### config.mk
export PLATFORM = sky130hd
export DESIGN_NAME = sipo_frame_controller
export DESIGN_NICKNAME = d
export VERILOG_FILES = /design/src/rtl/sipo_frame_controller.sv
export SDC_FILE = /design/constraint.sdc
export NUM_CORES = 1
export LEC_CHECK = 0
export BUFFER_PORTS_ARGS = -buffer_cell sky130_fd_sc_hd__buf_2
export CELL_PAD_IN_SITES_DETAIL_PLACEMENT = 1
export CELL_PAD_IN_SITES_GLOBAL_PLACEMENT = 2
export CORE_ASPECT_RATIO = 2
export CORE_UTILIZATION = 32
export CTS_CLUSTER_DIAMETER = 50
export DETAILED_ROUTE_END_ITERATION = 8
export PLACE_DENSITY_LB_ADDON = 0.1
export SLEW_MARGIN = 30
export SYNTH_ARGS = -nofsm -noshare
export SYNTH_HDL_FRONTEND = slang
export SYNTH_SLANG_ARGS = --single-unit
### constraint.sdc
create_clock -name clk -period 1.6 [get_ports clk]
set_input_delay 0.08 -clock clk [delete_from_list [all_inputs] [get_ports clk]]
set_output_delay 0.08 -clock clk [all_outputs]
set_load 0.005 [all_outputs]
### src/rtl/sipo_frame_controller.sv
// sipo_frame_controller
//
// Framed serial receiver. It waits for a low start bit and then shifts
// exactly DATA_WIDTH data bits, MSB first, into a left-shift SIPO stage.
// When PARITY_EN is set, an even-parity bit follows the data bits. The
// stop bit closes the frame. A good word is presented through a single
// valid/ready output buffer.
//
// Ports:
//   clk        - single clock; every rising edge samples exactly one bit
//   clear      - asynchronous, active-high reset
//   serial_in  - serial line (idle high, start bit low, stop bit high)
//   data_ready - consumer accepts data_out when high together with data_valid
//   data_out   - last good word; the first data bit received is the MSB
//   data_valid - data_out holds an unconsumed word
//   parity_err - one-cycle pulse: frame dropped for bad parity
//   frame_err  - one-cycle pulse: frame dropped because the stop bit was 0
//   overrun    - one-cycle pulse: good frame dropped because the buffer was full
//   busy       - high whenever a frame is in progress
module sipo_frame_controller #(
  parameter int DATA_WIDTH = 4,
  parameter bit PARITY_EN  = 1'b1
) (
  input  logic                  clk,
  input  logic                  clear,
  input  logic                  serial_in,
  input  logic                  data_ready,
  output logic [DATA_WIDTH-1:0] data_out,
  output logic                  data_valid,
  output logic                  parity_err,
  output logic                  frame_err,
  output logic                  overrun,
  output logic                  busy
);

  localparam int CW = $clog2(DATA_WIDTH) + 1;

  typedef enum logic [1:0] {
    IDLE,
    DATA,
    PARITY,
    STOP
  } state_t;

  state_t                state;
  logic [CW-1:0]         bit_cnt;
  logic [DATA_WIDTH-1:0] shift_reg;
  logic                  parity_bit;
  logic                  parity_ok;

  // Even parity: the data bits XORed with the parity bit must come to zero.
  // Without a parity bit every frame passes this check.
  assign parity_ok = PARITY_EN ? ~(^shift_reg ^ parity_bit) : 1'b1;

  // Frame sequencer and output buffer. The error and overrun pulses default
  // low on every edge, so each lasts exactly one cycle. A consumed word
  // drops data_valid, unless a good frame reloads the buffer on the same edge.
  // That reload is a later non-blocking assignment, so it takes precedence.
  always_ff @(posedge clk or posedge clear) begin
    if (clear) begin
      state      <= IDLE;
      bit_cnt    <= '0;
      shift_reg  <= '0;
      parity_bit <= 1'b0;
      data_out   <= '0;
      data_valid <= 1'b0;
      parity_err <= 1'b0;
      frame_err  <= 1'b0;
      overrun    <= 1'b0;
      busy       <= 1'b0;
    end else begin
      parity_err <= 1'b0;
      frame_err  <= 1'b0;
      overrun    <= 1'b0;

      if (data_valid && data_ready) begin
        data_valid <= 1'b0;
      end

      case (state)
        IDLE: begin
          if (!serial_in) begin
            state     <= DATA;
            bit_cnt   <= '0;
            shift_reg <= '0;
            busy      <= 1'b1;
          end
        end

        DATA: begin
          shift_reg <= {shift_reg[DATA_WIDTH-2:0], serial_in};
          bit_cnt   <= bit_cnt + CW'(1);
          if (bit_cnt == CW'(DATA_WIDTH - 1)) begin
            state <= PARITY_EN ? PARITY : STOP;
          end
        end

        PARITY: begin
          parity_bit <= serial_in;
          state      <= STOP;
        end

        STOP: begin
          state <= IDLE;
          busy  <= 1'b0;
          // The stop bit takes priority over parity, so each frame raises
          // at most one error pulse.
          if (!serial_in) begin
            frame_err <= 1'b1;
          end else if (!parity_ok) begin
            parity_err <= 1'b1;
          end else if (!data_valid || data_ready) begin
            data_out   <= shift_reg;
            data_valid <= 1'b1;
          end else begin
            overrun <= 1'b1;
          end
        end

        default: begin
          state <= IDLE;
          busy  <= 1'b0;
        end
      endcase
    end
  end

endmodule

-- Yosys cells after proc, flatten, opt, wreduce, memory -nomap -nowiden
Cells that the tools add are included.
- bits of input ports: 4
- logic and storage cells: 53
- register bits: 19
- mux-type cells: 23
- reduce and logical (&&, ||, !) cells: 11
- add/sub/neg operators: 1
- bitwise operators: 2
- equal/unequal tests: 6
- operator list (operator ; count):
    1-bit two-way mux ; 15
    2-bit case mux with 4 select lines ; 1
    4-bit case mux with 2 select lines ; 1
    3-bit case mux with 2 select lines ; 1
    2-bit AND reduction ; 3
    2-bit == test (second input constant) ; 2
    2-bit two-way mux ; 2
    4-bit two-way mux ; 1
    2-bit inequality test (second input constant) ; 2
    4-bit AND reduction ; 1
    2-bit nonzero test ; 2
    4-bit XOR reduction ; 1
    3-bit by 1-bit adder with 3-bit output (second input constant) ; 1
    3-bit by 2-bit == test with 1-bit output (second input constant) ; 1
    3-bit two-way mux ; 1
    2-bit by 1-bit == test with 1-bit output (second input constant) ; 1
    2-bit logical NOT ; 1
    1-bit case mux with 2 select lines ; 1
    1-bit logical AND ; 1
    1-bit logical NOT ; 1
    1-bit logical OR ; 1
    1-bit inverter ; 1
    1-bit XOR ; 1

-- Depth between registers and ports, before layout
Gate-level depths: netlist of the first run.
- depth in word-level cells: 6
- mapped depth: 6

-- Least setup slack after synthesis of the first run
OpenSTA, ideal clock, no wires.
- path kind: reg2reg
- from: register shift_reg[0]
- to: register data_out[0]
- clock period less this slack: 1.528 ns
- path slack: 0.072 ns
- data arrival time: 1.403 ns
- cell stages (with the launch flop): 5
- cells stage by stage: dfrtp_1 xnor2_2 xnor3_2 nand2_4 mux2_4
- word-level cells in the longest chain between the ends: 4
- RTL lines (item ; line ; RTL):
    from (decl) ; 47 ; logic [DATA_WIDTH-1:0] shift_reg;
    from (signal assigned) ; 91 ; shift_reg <= {shift_reg[DATA_WIDTH-2:0], serial_in};
    4-bit XOR reduction ; 53 ; assign parity_ok = PARITY_EN ? ~(^shift_reg ^ parity_bit) : 1'b1;
    1-bit XOR ; 53 ;
    1-bit inverter (no line) ; -- ;
    4-bit AND reduction (no line) ; -- ;
    to (signal assigned) ; 113 ; data_out <= shift_reg;
    to (decl) ; 28 ; output logic [DATA_WIDTH-1:0] data_out,
Parallel ways exist; a longest one is shown, timed or not.
A chain may end at the register's enable or synchronous reset.

-- Worst setup path after layout of the first run
- from: register shift_reg[1]
- to: register data_out[0]
- word-level cells in the longest chain between the ends: 4
- RTL lines (item ; line):
    4-bit XOR reduction ; 53
    1-bit XOR ; 53
    1-bit inverter (no line) ; --
    4-bit AND reduction (no line) ; --
No other way between the ends.

==> results of run 1 <==
## synthesized netlist by cell type, types with 2 or more instances
library cell,number,area [um^2]
sky130_fd_sc_hd__dfrtp_1,19,475.5
sky130_fd_sc_hd__nand3_1,2,10.01
sky130_fd_sc_hd__xnor2_1,2,17.52
sky130_fd_sc_hd__nor2b_1,2,12.51
sky130_fd_sc_hd__ha_1,6,75.07
sky130_fd_sc_hd__a22o_1,4,35.03
sky130_fd_sc_hd__o21ai_0,7,35.03
sky130_fd_sc_hd__nand2_1,9,33.78
sky130_fd_sc_hd__nor2_1,3,11.26
sky130_fd_sc_hd__mux2_4,3,45.04
sky130_fd_sc_hd__a21oi_1,3,15.01
sky130_fd_sc_hd__inv_1,6,22.52
## worst max-delay path, delay by kind of cell (launching register included)
kind             cells  cell delay, ns
AND/OR/NAND/NOR      1            0.11
multiplexers         1            0.30
XOR/XNOR             2            0.62
flip-flops           1            0.43
## worst min path at each step
stage / from / to / slack [ns] / cells past startpoint
2_1_floorplan: clear / bit_cnt[0]$_DFFE_PP0P_ / 0.03 / 1
3_3_place_gp: clear / overrun$_DFF_PP0_ / 0.11 / 3
3_5_place_dp: clear / busy$_DFFE_PP0P_ / 0.12 / 3
4_1_cts: serial_in / frame_err$_DFF_PP0_ / 0.14 / 2
5_1_grt: serial_in / frame_err$_DFF_PP0_ / 0.17 / 2
6_report: serial_in / frame_err$_DFF_PP0_ / 0.14 / 2
## repair_timing
action / in CTS / in global routing
resized for setup: 0 / 3
setup buffers: 0 / 2
hold buffers: 1 / 0
setup endpoints to repair: 0 / 9
endpoints found under the hold margin: 19 / 0
## metrics by stage
step	total power [mW]	setup WS [ns]	hold WS (ns)	TNS [ns]	cell area (um^2)
global route	2.528	-0.008633	0.1708	-0.01912	1109
finish	2.321	0.03429	0.1416	0	1109
floorplan	1.574	0.07190	0.03113	0	900.9
CTS	2.266	0.01347	0.1386	0	1085
global placement	1.876	0.06239	0.1109	0	1028
detailed placement	1.921	0.01837	0.1222	0	1028
## metal layers
| metal | vias up | routed length, um |
|---|---|---|
| met5 | - | 0 |
| met4 | 0 | 37 |
| met3 | 4 | 30 |
| met2 | 8 | 952 |
| met1 | 319 | 734 |
| li1 | 305 | - |
## cell families (layout without fill, tap and decap cells)
| family | count (synthesis) | in the layout |
|---|---|---|
| adders and majority gates | 6 | 6 |
| muxes | 4 | 4 |
| DFF | 19 | 19 |
| AOI/OAI and AO/OA | 16 | 16 |
| xor gates and xnor gates | 4 | 4 |
| buffers and inverters | 7 | 30 |
| and+or+nand+nor | 21 | 21 |
## layout make-up
class | count | area (um^2) | area share (%)
clock buffers | 3 | 41.29 | 3.725
clock inverters | 1 | 5.005 | 0.4515
inverters | 6 | 22.52 | 2.032
multi-input cells | 51 | 405.4 | 36.57
flip-flops and latches | 19 | 476.7 | 43.00
well taps | 28 | 35.03 | 3.160
repair buffers | 20 | 122.6 | 11.06
## power by group
part           internal (mW)  switching (mW)
sequential             0.669           0.139
clock                  0.173           0.159
combinational          0.640           0.541
total                   1.48           0.839
==> flow_results.xml, run 1 <==
<?xml version="1.0" encoding="UTF-8"?>
<metrics>
  <group name="die">
    <metric name="design.portCount" unit="">13</metric>
    <metric name="design.die.area" unit="um^2">3044</metric>
    <metric name="dieWidth" unit="um">39.52</metric>
    <metric name="core_region_area" unit="um^2">2603</metric>
    <metric name="initial_utilization" unit="%">34.62</metric>
    <metric name="vertical_extent_of_the_die" unit="um">77.04</metric>
    <metric name="placement_rows" unit="">26</metric>
  </group>
  <group name="global_routing">
    <metric name="number_of_global_route_vias_before_repair" unit="">657</metric>
    <metric name="antenna_found_initial" unit="">0</metric>
    <metric name="largest_net_degree_at_the_start_of_global_routing" unit="">20</metric>
    <metric name="groute.layer.met3.usage" unit="%">1.734</metric>
    <metric name="grt-busiest-layer" unit="">met2</metric>
    <metric name="globalRouteMet1Util" unit="%">15.11</metric>
    <metric name="first_pass_grt_wire_length" unit="mm">2.870</metric>
    <metric name="gr-usage-met2" unit="%">22.62</metric>
    <metric name="grt_remaining_overflow" unit="">0</metric>
    <metric name="grt.total_usage" unit="%">13.47</metric>
  </group>
  <group name="synth">
    <metric name="postSynthNetCount" unit="">87</metric>
    <metric name="ys_seq_elements" unit="">19</metric>
    <metric name="share_of_synthesized_cell_area_in_full_adder_half_adder_and_majority_cells" unit="%">8.333</metric>
    <metric name="post_synth.cell_area_avg" unit="um^2">11.70</metric>
    <metric name="synth_enable_flop_cells" unit="">0</metric>
    <metric name="synth_mux_area_share" unit="%">6.250</metric>
    <metric name="syn-instance-count" unit="">77</metric>
    <metric name="ys_seq_area_share" unit="%">52.78</metric>
    <metric name="post_synth_num_cell_types" unit="">23</metric>
    <metric name="ys.flop_type" unit="">sky130_fd_sc_hd__dfrtp_1</metric>
    <metric name="mappedNetlistArea" unit="um^2">900.9</metric>
    <metric name="simple_gate_area_share_of_the_yosys_netlist" unit="%">11.81</metric>
    <metric name="yosysWarnings" unit="">0</metric>
    <metric name="asyncSetResetFlopFracSynth" unit="%">100.0</metric>
    <metric name="main_combinational_cell_family_by_area_after_synthesis" unit="">simple AND/OR/NAND/NOR gates</metric>
    <metric name="synth_compound_area_share" unit="%">11.39</metric>
    <metric name="synth_xor_xnor_area_share" unit="%">6.389</metric>
  </group>
  <group name="worst_setup_path">
    <metric name="worst_r2r_path_cells" unit="">4</metric>
    <metric name="worstReg2RegEnd" unit="">data_out[0]$_DFFE_PP0P_</metric>
    <metric name="critical-path-slowest-cell" unit="">sky130_fd_sc_hd__dfrtp_2</metric>
    <metric name="crit_path_end_kind" unit="">register</metric>
    <metric name="timing.rr.start" unit="">shift_reg[1]$_DFFE_PP0P_</metric>
    <metric name="cp-endpoint" unit="">data_out[0]$_DFFE_PP0P_</metric>
    <metric name="path_class" unit="">register to register</metric>
    <metric name="arrival_time_of_data_at_the_critical_path_endpoint" unit="ns">1.71</metric>
    <metric name="critical_path.cell_chain" unit="">xnor2_2, xnor3_2, nand2_4, mux2_4</metric>
    <metric name="r2r_setup_slack" unit="ns">0.03</metric>
    <metric name="worst_path_largest_cell_delay" unit="ns">0.43</metric>
    <metric name="critPathMaxFanout" unit="">3</metric>
    <metric name="setup.worst_path.start_class" unit="">register</metric>
    <metric name="cp_data_required_time" unit="ns">1.75</metric>
    <metric name="worst_setup_path_startpoint" unit="">shift_reg[1]$_DFFE_PP0P_</metric>
  </group>
  <group name="hold_path">
    <metric name="hold_path.class" unit="">input pin to register</metric>
  </group>
  <group name="routing">
    <metric name="num_vias" unit="">636</metric>
    <metric name="post_drt_via_cell_ratio" unit="">4.969</metric>
    <metric name="first_iter_violations" unit="">4</metric>
    <metric name="ant_nets" unit="">0</metric>
    <metric name="first_pass_iters" unit="">4</metric>
    <metric name="postRouteWirelength" unit="mm">1.754</metric>
    <metric name="drc" unit="">0</metric>
    <metric name="avgRoutedWirePerCell" unit="um">13.70</metric>
  </group>
  <group name="outcome">
    <metric name="run_status" unit="">finished, final reports clean</metric>
  </group>
  <group name="sta">
    <metric name="clock-skew-final" unit="ns">0.004409</metric>
    <metric name="slew_violations" unit="">0</metric>
    <metric name="rsz0062_at_grt" unit="">yes</metric>
    <metric name="max_slew_margin" unit="%">72.06</metric>
    <metric name="finalSetupViolCount" unit="">0</metric>
    <metric name="min_tclk_post_route" unit="ns">1.566</metric>
    <metric name="layout_worst_path_cycle_share" unit="%">97.86</metric>
    <metric name="final-hold-violation-count" unit="">0</metric>
    <metric name="max_freq" unit="GHz">0.6387</metric>
    <metric name="max_slew.worst_pin.slew" unit="ns">0.4163</metric>
  </group>
  <group name="cells_and_area">
    <metric name="stdcell_count" unit="">128</metric>
    <metric name="most-common-layout-cells" unit="">18 x sky130_fd_sc_hd__dfrtp_1, 12 x sky130_fd_sc_hd__buf_2, 9 x sky130_fd_sc_hd__nand2_1</metric>
    <metric name="layout.cells.most_common" unit="">sky130_fd_sc_hd__dfrtp_1</metric>
    <metric name="antenna-diode-count" unit="">0</metric>
    <metric name="num-fill-cells" unit="">308</metric>
    <metric name="post-route-util" unit="%">42.60</metric>
    <metric name="area_growth_syn_to_layout" unit="%">23.06</metric>
    <metric name="num-nets-final" unit="">111</metric>
    <metric name="layout_cells_sized_above_1" unit="%">32.00</metric>
  </group>
  <group name="clock_network">
    <metric name="cts.htree.levels" unit="">1</metric>
    <metric name="clkSinkCount" unit="">19</metric>
    <metric name="maximum_root_to_sink_buffer_count" unit="">2</metric>
    <metric name="cts_root_buf" unit="">sky130_fd_sc_hd__clkbuf_8</metric>
    <metric name="cts.clk_slew.worst_paths" unit="ns">0.07</metric>
    <metric name="tritoncts.num_buffers" unit="">3</metric>
    <metric name="tritoncts" unit="">built</metric>
    <metric name="clock_latency" unit="ns">0.26</metric>
  </group>
  <group name="power_and_ir_drop">
    <metric name="p_leak" unit="nW">0.5963</metric>
    <metric name="ir_worst_vdd" unit="uV">773.5</metric>
    <metric name="power-per-cell-area" unit="nW/um^2">2094</metric>
  </group>
  <group name="flow_run">
    <metric name="max_cap_violations" unit="">0</metric>
  </group>
  <group name="placement">
    <metric name="place_hpwl" unit="mm">1.392</metric>
    <metric name="place.detailed.instances" unit="">121</metric>
    <metric name="place_congestion" unit="">0.7152</metric>
    <metric name="io_buffers" unit="">12</metric>
  </group>
</metrics>
No activity file was read; power rests on OpenSTA's default activity.
==> inputs of run 2 (changes only) <==
--- a/config.mk
+++ b/config.mk
@@ -9,7 +9,8 @@
 export CELL_PAD_IN_SITES_DETAIL_PLACEMENT = 1
 export CELL_PAD_IN_SITES_GLOBAL_PLACEMENT = 2
 export CORE_ASPECT_RATIO = 2
-export CORE_UTILIZATION = 32
+export CORE_UTILIZATION = 34
+export CTS_BUF_LIST = sky130_fd_sc_hd__clkbuf_4 sky130_fd_sc_hd__clkbuf_8
 export CTS_CLUSTER_DIAMETER = 50
 export DETAILED_ROUTE_END_ITERATION = 8
 export PLACE_DENSITY_LB_ADDON = 0.1
==> run 2 against run 1 <==
Die area fell by 5.7%. Sequential power barely moved. Setup slack improved by 0.0044 ns. Non-clock buffer count did not move. Core utilization rose by 1.0 points. Global-route usage rose by 1.9 points. Final cell count did not move. Worst hold slack got worse by 0.0056 ns. Largest power group unchanged. Highest routed layer unchanged.
==> flow_results.xml, run 2 (synthesis results as in run 1) <==
<?xml version="1.0" encoding="UTF-8"?>
<metrics>
  <group name="hold_path">
    <metric name="hp-start" unit="">serial_in</metric>
    <metric name="hold_path.class" unit="">input pin to register</metric>
  </group>
  <group name="global_routing">
    <metric name="number_of_global_route_vias_before_repair" unit="">676</metric>
    <metric name="first_pass_grt_wire_length" unit="mm">2.987</metric>
    <metric name="antenna_found_initial" unit="">0</metric>
    <metric name="grt_remaining_overflow" unit="">0</metric>
    <metric name="grt.total_usage" unit="%">15.33</metric>
    <metric name="largest_net_degree_at_the_start_of_global_routing" unit="">20</metric>
  </group>
  <group name="clock_network">
    <metric name="clkSinkCount" unit="">19</metric>
    <metric name="clock_latency" unit="ns">0.25</metric>
    <metric name="maximum_root_to_sink_buffer_count" unit="">2</metric>
    <metric name="tritoncts" unit="">built</metric>
    <metric name="cts.clk_slew.worst_paths" unit="ns">0.08</metric>
    <metric name="tritoncts.num_buffers" unit="">3</metric>
    <metric name="cts_root_buf" unit="">sky130_fd_sc_hd__clkbuf_8</metric>
    <metric name="cts.htree.levels" unit="">1</metric>
  </group>
  <group name="routing">
    <metric name="num_vias" unit="">628</metric>
    <metric name="first_iter_violations" unit="">11</metric>
    <metric name="first_pass_iters" unit="">2</metric>
    <metric name="avgRoutedWirePerCell" unit="um">15.41</metric>
    <metric name="drc" unit="">0</metric>
    <metric name="ant_nets" unit="">0</metric>
    <metric name="postRouteWirelength" unit="mm">1.973</metric>
    <metric name="post_drt_via_cell_ratio" unit="">4.906</metric>
  </group>
  <group name="flow_run">
    <metric name="max_cap_violations" unit="">0</metric>
  </group>
  <group name="sta">
    <metric name="max_freq" unit="GHz">0.6405</metric>
    <metric name="max_slew.worst_pin.slew" unit="ns">0.4849</metric>
    <metric name="clock-skew-final" unit="ns">0.008824</metric>
    <metric name="max_slew_margin" unit="%">67.46</metric>
    <metric name="final-hold-violation-count" unit="">0</metric>
    <metric name="finalSetupViolCount" unit="">0</metric>
    <metric name="layout_worst_path_cycle_share" unit="%">97.58</metric>
    <metric name="rsz0062_at_grt" unit="">no</metric>
    <metric name="slew_violations" unit="">0</metric>
    <metric name="min_tclk_post_route" unit="ns">1.561</metric>
  </group>
  <group name="placement">
    <metric name="placed_cell_area" unit="um^2">1028</metric>
    <metric name="place_hpwl" unit="mm">1.495</metric>
    <metric name="io_buffers" unit="">12</metric>
    <metric name="place_congestion" unit="">0.7196</metric>
  </group>
  <group name="worst_setup_path">
    <metric name="setup.worst_path.start_class" unit="">register</metric>
    <metric name="arrival_time_of_data_at_the_critical_path_endpoint" unit="ns">1.70</metric>
    <metric name="cp_data_required_time" unit="ns">1.74</metric>
    <metric name="path_class" unit="">register to register</metric>
    <metric name="worst_setup_path_startpoint" unit="">parity_bit$_DFFE_PP0P_</metric>
    <metric name="crit_path_end_kind" unit="">register</metric>
    <metric name="critical_path.cell_chain" unit="">xnor2_2, xnor3_2, nand2_4, mux2_4</metric>
    <metric name="timing.rr.start" unit="">parity_bit$_DFFE_PP0P_</metric>
    <metric name="worst_path_largest_cell_delay" unit="ns">0.41</metric>
    <metric name="critPathMaxFanout" unit="">3</metric>
    <metric name="cp.buffers_inverters" unit="">0</metric>
    <metric name="critPathTopFamily" unit="">XOR/XNOR gates</metric>
    <metric name="critical-path-slowest-cell" unit="">sky130_fd_sc_hd__dfrtp_1</metric>
  </group>
  <group name="die">
    <metric name="design.die.area" unit="um^2">2872</metric>
    <metric name="placement_rows" unit="">26</metric>
    <metric name="dieWidth" unit="um">38.40</metric>
    <metric name="initial_utilization" unit="%">35.50</metric>
    <metric name="design.portCount" unit="">13</metric>
    <metric name="core_region_area" unit="um^2">2537</metric>
    <metric name="vertical_extent_of_the_die" unit="um">74.80</metric>
  </group>
  <group name="cells_and_area">
    <metric name="sequential_cell_area" unit="um^2">475.5</metric>
    <metric name="post-route-util" unit="%">43.64</metric>
    <metric name="final_cell_area" unit="um^2">1107</metric>
    <metric name="multi_input_area" unit="um^2">405.4</metric>
    <metric name="area_growth_syn_to_layout" unit="%">22.92</metric>
    <metric name="num-nets-final" unit="">111</metric>
    <metric name="antenna-diode-count" unit="">0</metric>
    <metric name="layout.cells.most_common" unit="">sky130_fd_sc_hd__dfrtp_1</metric>
    <metric name="layout_cells_sized_above_1" unit="%">31.00</metric>
    <metric name="num-fill-cells" unit="">291</metric>
    <metric name="most-common-layout-cells" unit="">19 x sky130_fd_sc_hd__dfrtp_1, 12 x sky130_fd_sc_hd__buf_2, 9 x sky130_fd_sc_hd__nand2_1</metric>
  </group>
  <group name="power_and_ir_drop">
    <metric name="power-per-cell-area" unit="nW/um^2">2091</metric>
    <metric name="ir_worst_vdd" unit="uV">786.9</metric>
    <metric name="p_leak" unit="nW">0.5949</metric>
  </group>
  <group name="outcome">
    <metric name="run_status" unit="">finished, final reports clean</metric>
  </group>
</metrics>
[run 2: worst paths after layout]
path | endpoint | slack, ns | cells past startpoint
min reg2reg | bit_cnt[2]$_DFFE_PP0P_ | 0.49 | 2
max in group asynchronous | overrun$_DFF_PP0_ | 0.99 | 4
min | frame_err$_DFF_PP0_ | 0.14 | 2
min in group asynchronous | parity_bit$_DFFE_PP0P_ | 0.40 | 4
max reg2reg | data_out[1]$_DFFE_PP0P_ | 0.04 | 4
max | data_out[1]$_DFFE_PP0P_ | 0.04 | 4
[run 2: power by group]
group	internal, mW	switching [mW]	total (mW)
registers	0.668	0.142	0.810
clock network	0.173	0.155	0.328
logic	0.617	0.561	1.18
total	1.46	0.858	2.32
[run 2: per-layer routing]
layer / global-route usage [%] / vias to the layer above / share of wire [%]
li1: - / 305 / -
met1: 15.84 / 316 / 38
met2: 28.44 / 5 / 59
met3: 1.770 / 2 / 1.2
met4: 8.046 / 0 / 1.3
met5: 0 / - / 0
[run 2: stage by stage]
stage               instances  setup WS, ns     TNS, ns  hold WS [ns]  power [mW]
finish                    128       0.03873           0        0.1360       2.316
global route              128       0.01186           0        0.1767       2.496
CTS                       126      0.006109           0        0.1380       2.282
detailed placement        121    -0.0007706  -0.0007706        0.1232       1.938
global placement          121       0.06350           0        0.1130       1.874
floorplan                  77       0.07190           0       0.03113       1.574
[run 2: repair_timing]
action,in CTS,in global routing
hold buffers,1,0
pin swaps,0,1
setup endpoints to repair,6,3
gates resized for setup,1,1
setup buffers,0,2
endpoints found under the hold margin,19,0
[run 2: area by class of cell]
cell class	instances	area share (%)
tap	28	3.164
timing repair buffer	20	11.07
sequential	19	42.94
inverter	6	2.034
multi-input combinational	51	36.61
clock inverter	1	0.4520
clock buffer	3	3.729
